File: src/rtl/instr_reg_ctrl.sv
// instr_reg_ctrl: round-robin writer and FIFO reader for a 32-entry instruction register stack; INSTR_REG_CTRL_STATS_EN adds accept/drop counters
package instr_reg_pkg;
  typedef enum logic [1:0] {ZERO, ADD, SUB, MULT} opcode_t;
  typedef logic signed [7:0] operand_t;
  typedef logic [4:0] address_t;
  typedef struct packed {
    opcode_t  opcode;
    operand_t operand_a;
    operand_t operand_b;
  } instruction_t;
endpackage

module instr_reg_ctrl
  import instr_reg_pkg::*;
#(
  parameter int DEPTH = 32,
  parameter int CNT_W = $clog2(DEPTH) + 1
) (
  input  logic               clk,
  input  logic               reset,
  input  logic               req0_valid,
  output logic               req0_ready,
  input  opcode_t            req0_opcode,
  input  operand_t           req0_operand_a,
  input  operand_t           req0_operand_b,
  input  logic               req1_valid,
  output logic               req1_ready,
  input  opcode_t            req1_opcode,
  input  operand_t           req1_operand_a,
  input  operand_t           req1_operand_b,
  input  logic               rd_req,
  output logic               rd_resp_valid,
  output instruction_t       rd_resp_instr,
  output logic               load_en,
  output address_t           write_pointer,
  output opcode_t            opcode,
  output operand_t           operand_a,
  output operand_t           operand_b,
  output address_t           read_pointer,
  input  instruction_t       instruction_word,
  output logic [CNT_W-1:0]   count,
  output logic               full,
  output logic               empty
`ifdef INSTR_REG_CTRL_STATS_EN
  ,
  output logic [15:0]        wr0_cnt,
  output logic [15:0]        wr1_cnt,
  output logic [15:0]        drop_cnt
`endif
);
  typedef enum logic {IDLE, CAPTURE} state_t;
  state_t state, state_nxt;
  address_t wr_ptr, rd_ptr;
  logic prio1, acc0, acc1, acc, pop;
  assign full = count == CNT_W'(DEPTH);
  assign empty = count == '0;
  assign req0_ready = !full && req0_valid && (!req1_valid || !prio1);
  assign req1_ready = !full && req1_valid && (!req0_valid || prio1);
  assign acc0 = req0_valid && req0_ready;
  assign acc1 = req1_valid && req1_ready;
  assign acc = acc0 || acc1;
  assign pop = state == IDLE && rd_req && !empty;
  always_comb begin
    state_nxt = state;
    state_nxt = state == CAPTURE ? IDLE : (pop ? CAPTURE : IDLE);
  end
  always_ff @(posedge clk) begin
    if (reset) state <= IDLE;
    else state <= state_nxt;
  end
  always_ff @(posedge clk) begin
    if (reset) begin
      load_en <= 1'b0;
      write_pointer <= '0;
      read_pointer <= '1;
      opcode <= ZERO;
      operand_a <= '0;
      operand_b <= '0;
      rd_resp_valid <= 1'b0;
      rd_resp_instr <= '0;
      count <= '0;
      wr_ptr <= '0;
      rd_ptr <= '0;
      prio1 <= 1'b0;
    end else begin
      load_en <= acc;
      rd_resp_valid <= state == CAPTURE;
      count <= count + CNT_W'(acc) - CNT_W'(pop);
      if (acc) begin
        write_pointer <= wr_ptr;
        opcode <= acc1 ? req1_opcode : req0_opcode;
        operand_a <= acc1 ? req1_operand_a : req0_operand_a;
        operand_b <= acc1 ? req1_operand_b : req0_operand_b;
        wr_ptr <= wr_ptr + 1'b1;
        prio1 <= acc0;
      end
      if (pop) begin
        read_pointer <= rd_ptr;
        rd_ptr <= rd_ptr + 1'b1;
      end
      if (state == CAPTURE) rd_resp_instr <= instruction_word;
    end
  end
`ifdef INSTR_REG_CTRL_STATS_EN
  always_ff @(posedge clk) begin
    if (reset) begin
      wr0_cnt <= '0;
      wr1_cnt <= '0;
      drop_cnt <= '0;
    end else begin
      if (acc0 && wr0_cnt != 16'hFFFF) wr0_cnt <= wr0_cnt + 1'b1;
      if (acc1 && wr1_cnt != 16'hFFFF) wr1_cnt <= wr1_cnt + 1'b1;
      if (state == IDLE && rd_req && empty && drop_cnt != 16'hFFFF) drop_cnt <= drop_cnt + 1'b1;
    end
  end
`endif
endmodule

File: config.mk
export PLATFORM = sky130hd
export DESIGN_NAME = instr_reg_ctrl
export DESIGN_NICKNAME = d
export VERILOG_FILES = /design/src/rtl/instr_reg_ctrl.sv
export SDC_FILE = /design/constraint.sdc
export NUM_CORES = 1
export LEC_CHECK = 0
export ABC_CLOCK_PERIOD_IN_PS = 6250
export CORE_MARGIN = 2
export CORE_UTILIZATION = 40
export DETAILED_ROUTE_END_ITERATION = 8
export DONT_BUFFER_PORTS = 1
export HOLD_SLACK_MARGIN = 0.03
export PLACE_DENSITY = 0.53
export SLEW_MARGIN = 20
export SYNTH_ARGS = -nofsm -noshare
export SYNTH_HDL_FRONTEND = slang
export SYNTH_SLANG_ARGS = --single-unit
File: constraint.sdc
create_clock -name clk -period 6.25 [get_ports clk]
set_input_delay 1.25 -clock clk [delete_from_list [all_inputs] [get_ports clk]]
set_output_delay 1.25 -clock clk [all_outputs]
set_load 0.01 [all_outputs]
==> results.yml <==
place:
  post-dp-hpwl_um: 3896
  io_buffer_count: 0
  place.gp.congestion: 0.7277
  dpl_cell_area_mm2: 0.002903
  place_ws_ns: 2.377
synthesis:
  synth-seq-cells: 66
  async_flop_share: 0
  synth_top_family_by_area: "simple AND/OR/NAND/NOR gates"
  synth_simple_gate_area_frac: 0.1826
  synthFlopType: "dfxtp_1"
  synth_xor_area_frac: 0.03007
  ys_types: 41
  synth_fa_ha_area_frac: 0.05412
  avgSynthCellArea_um2: 9.874
  synthMuxAreaShare: 0.1271
  syn_inst: 295
  synth-compound-area-share: 0.08978
  synth_warnings: 0
  syn_nets: 366
  synthesis.area_mm2: 0.002913
  synth_edf_count: 0
  ys_seq_area_frac: 0.4536
power_and_ir_drop:
  powerDensity_mw_per_mm2: 430.8
  p_sw_w: 0.0004624
  sequentialPowerShare: 0.455
  cellLeakagePower_nw: 1.259
  power.share.combinational: 0.275
  ir_drop_v: 0.0001566
  p_int_w: 0.0008766
  pwr-share-clk: 0.270
  total_power_w: 0.001339
  sw_frac_of_total: 0.3453
global_routing:
  grt_util_met3: 0.05355
  gr-max-usage-layer: "met2"
  grt-ovfl-total: 0
  grt_pass1_vias: 1691
  grt_util_all_layers: 0.1357
  grt_antenna_before_repair: 0
  use_met1: 0.1648
  met2_usage: 0.2040
  grt_max_degree: 65
  grt_pass1_wl_um: 8135
final_layout:
  syn_to_final_growth_pct: 6.701
  n_antenna_cell: 0
  num-nets-final: 360
  fillCellCount: 739
  layout-drive-gt1-share: 0.09864
  fin_area_mm2: 0.003108
sta:
  tns_ns: 0
  slew-limit-headroom: 0.2926
  post-route-period-util: 0.5613
  final_max_slew_viol_count: 0
  clock_skew_ns: 0.006967
  hold_viol: 0
  final.min_clock_period_ns: 3.508
  rsz0062_at_grt: "false"
  fin_ws_ns: 2.742
  fmax_mhz: 285.1
  tightest_slew_ns: 1.060
  setup_viol: 0
run_status:
  status: "completed"
critical_path:
  crit_required_ns: 6.47
  cp.arrival_ns: 3.73
  critPathKind: "flop to flop"
  path_cells: "inv_1 -> ha_1 -> nand4bb_4 -> inv_2 -> nor2_8 -> clkinv_1 -> ha_1 -> inv_1 -> ha_1 -> inv_1 -> fa_1 -> nand2b_1 -> a21oi_1 -> o21a_1 -> nor3_1"
  critPathMaxFanout: 44
  crit_slowest_cell: "nor2_8"
  end_kind: "flop"
  start_kind: "flop"
  cp_slowest_stage_delay_ns: 0.47
detailed_routing:
  final_antenna_net_count: 0
  wl_per_cell_um: 14.15
  drc: 0
  first_iter_violations: 84
  dr.pass1.iters: 4
  vias_per_cell: 4.954
  vias: 1947
  wl_um: 5561
cts:
  cts-root-buf: "clkbuf_8"
  cts_tree: "yes"
  htreeDepth: 3
  clock_sinks: 66
  numCtsBuffers: 9
  post_cts_buffers: 0
  path_clk_slew_ns: 0.07
  clkLatencyLatePin_ns: 0.33
  cts_resized: 0
  clockBufferDepth: 2
  holdBufCountCts: 0
run:
  max_cap_viol_count: 0
floorplan:
  ios: 117
  start_util: 0.4081
  die_x_um: 89.34
  core_mm2: 0.007137
  dieHeight_um: 89.34
  dieArea_mm2: 0.007981
  std_cell_rows: 31
worst_hold_path:
  hold_path.class: "flop to flop"
[cell usage after synthesis, types with 2 or more instances]
cell	count	area, um2
xnor2_1	9	78.83
a21oi_1	10	50.05
a211oi_2	3	37.54
mux2i_1	37	370.4
nor3_2	2	20.02
nand2_1	16	60.06
ha_1	11	137.6
nand2b_1	2	12.51
buf_6	5	56.30
buf_1	3	11.26
nand3_1	5	25.02
o21ai_0	6	30.03
nor2b_1	2	12.51
nor2_1	54	202.7
clkbuf_1	3	11.26
buf_2	4	20.02
a211oi_1	15	112.6
nor4_1	2	12.51
dfxtp_1	66	1321
nor3_1	9	45.04
inv_1	11	41.29
[sequential cells by signal, summed over array words and instances, names as in the netlist]
register       count
rd_resp_instr     18
operand_a          8
operand_b          8
count              6
rd_ptr             5
read_pointer       5
wr_ptr             5
write_pointer      5
opcode             2
load_en            1
prio1              1
rd_resp_valid      1
state              1
[final timing paths]
check	from	endpoint	slack, ns	cells past startpoint
worst max-delay path	count[2]	count[4]	2.74	15
worst min-delay path	wr_ptr[3]	write_pointer[3]	0.48	2
worst max register to register	count[2]	count[4]	2.74	15
worst min register to register	wr_ptr[3]	write_pointer[3]	0.48	2
[critical path: cells and delay by family, from the launching register on]
kind	cells	cell delay, ns
flops	1	0.41
compound gates	2	0.31
simple gates	4	0.81
buf+inv	5	0.71
fa+ha+maj	4	1.14
[power by group through the flow]
stage	Combinational [W]	Sequential [W]	Clock (W)
floorplan	0.000366	0.000588	0
global placement	0.000366	0.000620	0
detailed placement	0.000373	0.000621	0
CTS	0.000374	0.000612	0.000378
global route	0.000418	0.000624	0.000394
finish	0.000368	0.000609	0.000362
[metal layers]
metal  share of wire  wire [um]
met5               0          0
met4           0.020        112
met3           0.080        446
met2            0.47       2621
met1            0.43       2381
[area by class of cell]
| type | instances | area, um2 | share of cell area |
|---|---|---|---|
| Multi-Input combinational cell | 199 | 1409 | 0.4533 |
| Inverter | 13 | 48.80 | 0.01570 |
| Clock buffer | 12 | 155.1 | 0.04992 |
| Clock inverter | 4 | 50.05 | 0.01610 |
| Sequential cell | 66 | 1321 | 0.4251 |
| Tap cell | 99 | 123.9 | 0.03986 |
[cell families (layout without fill, tap and decap cells)]
group	after synthesis	in the layout
DFF	66	66
AOI/OAI and AO/OA	38	38
buffers and inverters	30	29
muxes	37	37
and+or+nand+nor	102	102
xor gates and xnor gates	10	10
adders and majority gates	12	12
[layout by cell type, fill, tap and decap left out, drive strengths merged]
cell and instances:
fa 1, nor3b 2, nor2 56, dfxtp 66, ha 11, xor2 1
a21o 1, and3 1, nand4bb 1, mux2i 37, o21ai 6, clkinvlp 2
nand3 6, or4 1, nor4 2, a21oi 10, xnor2 9, a41o 1
nor2b 2, clkbuf 12, a211oi 18, o21a 1, clkinv 2, a31oi 1
inv 12, and4bb 1, nand2 16, bufinv 1, nor3 11, nand2b 3
[stage by stage]
step	cells	hold WS (ns)	utilization
after global routing	393	0.5173	0.4355
after detailed placement	377	0.4728	0.4067
after CTS	393	0.4759	0.4355
final	393	0.4797	0.4355
after floorplan	295	0.4443	-
after global placement	377	0.4768	0.4067
No activity file was read; power rests on OpenSTA's default activity.
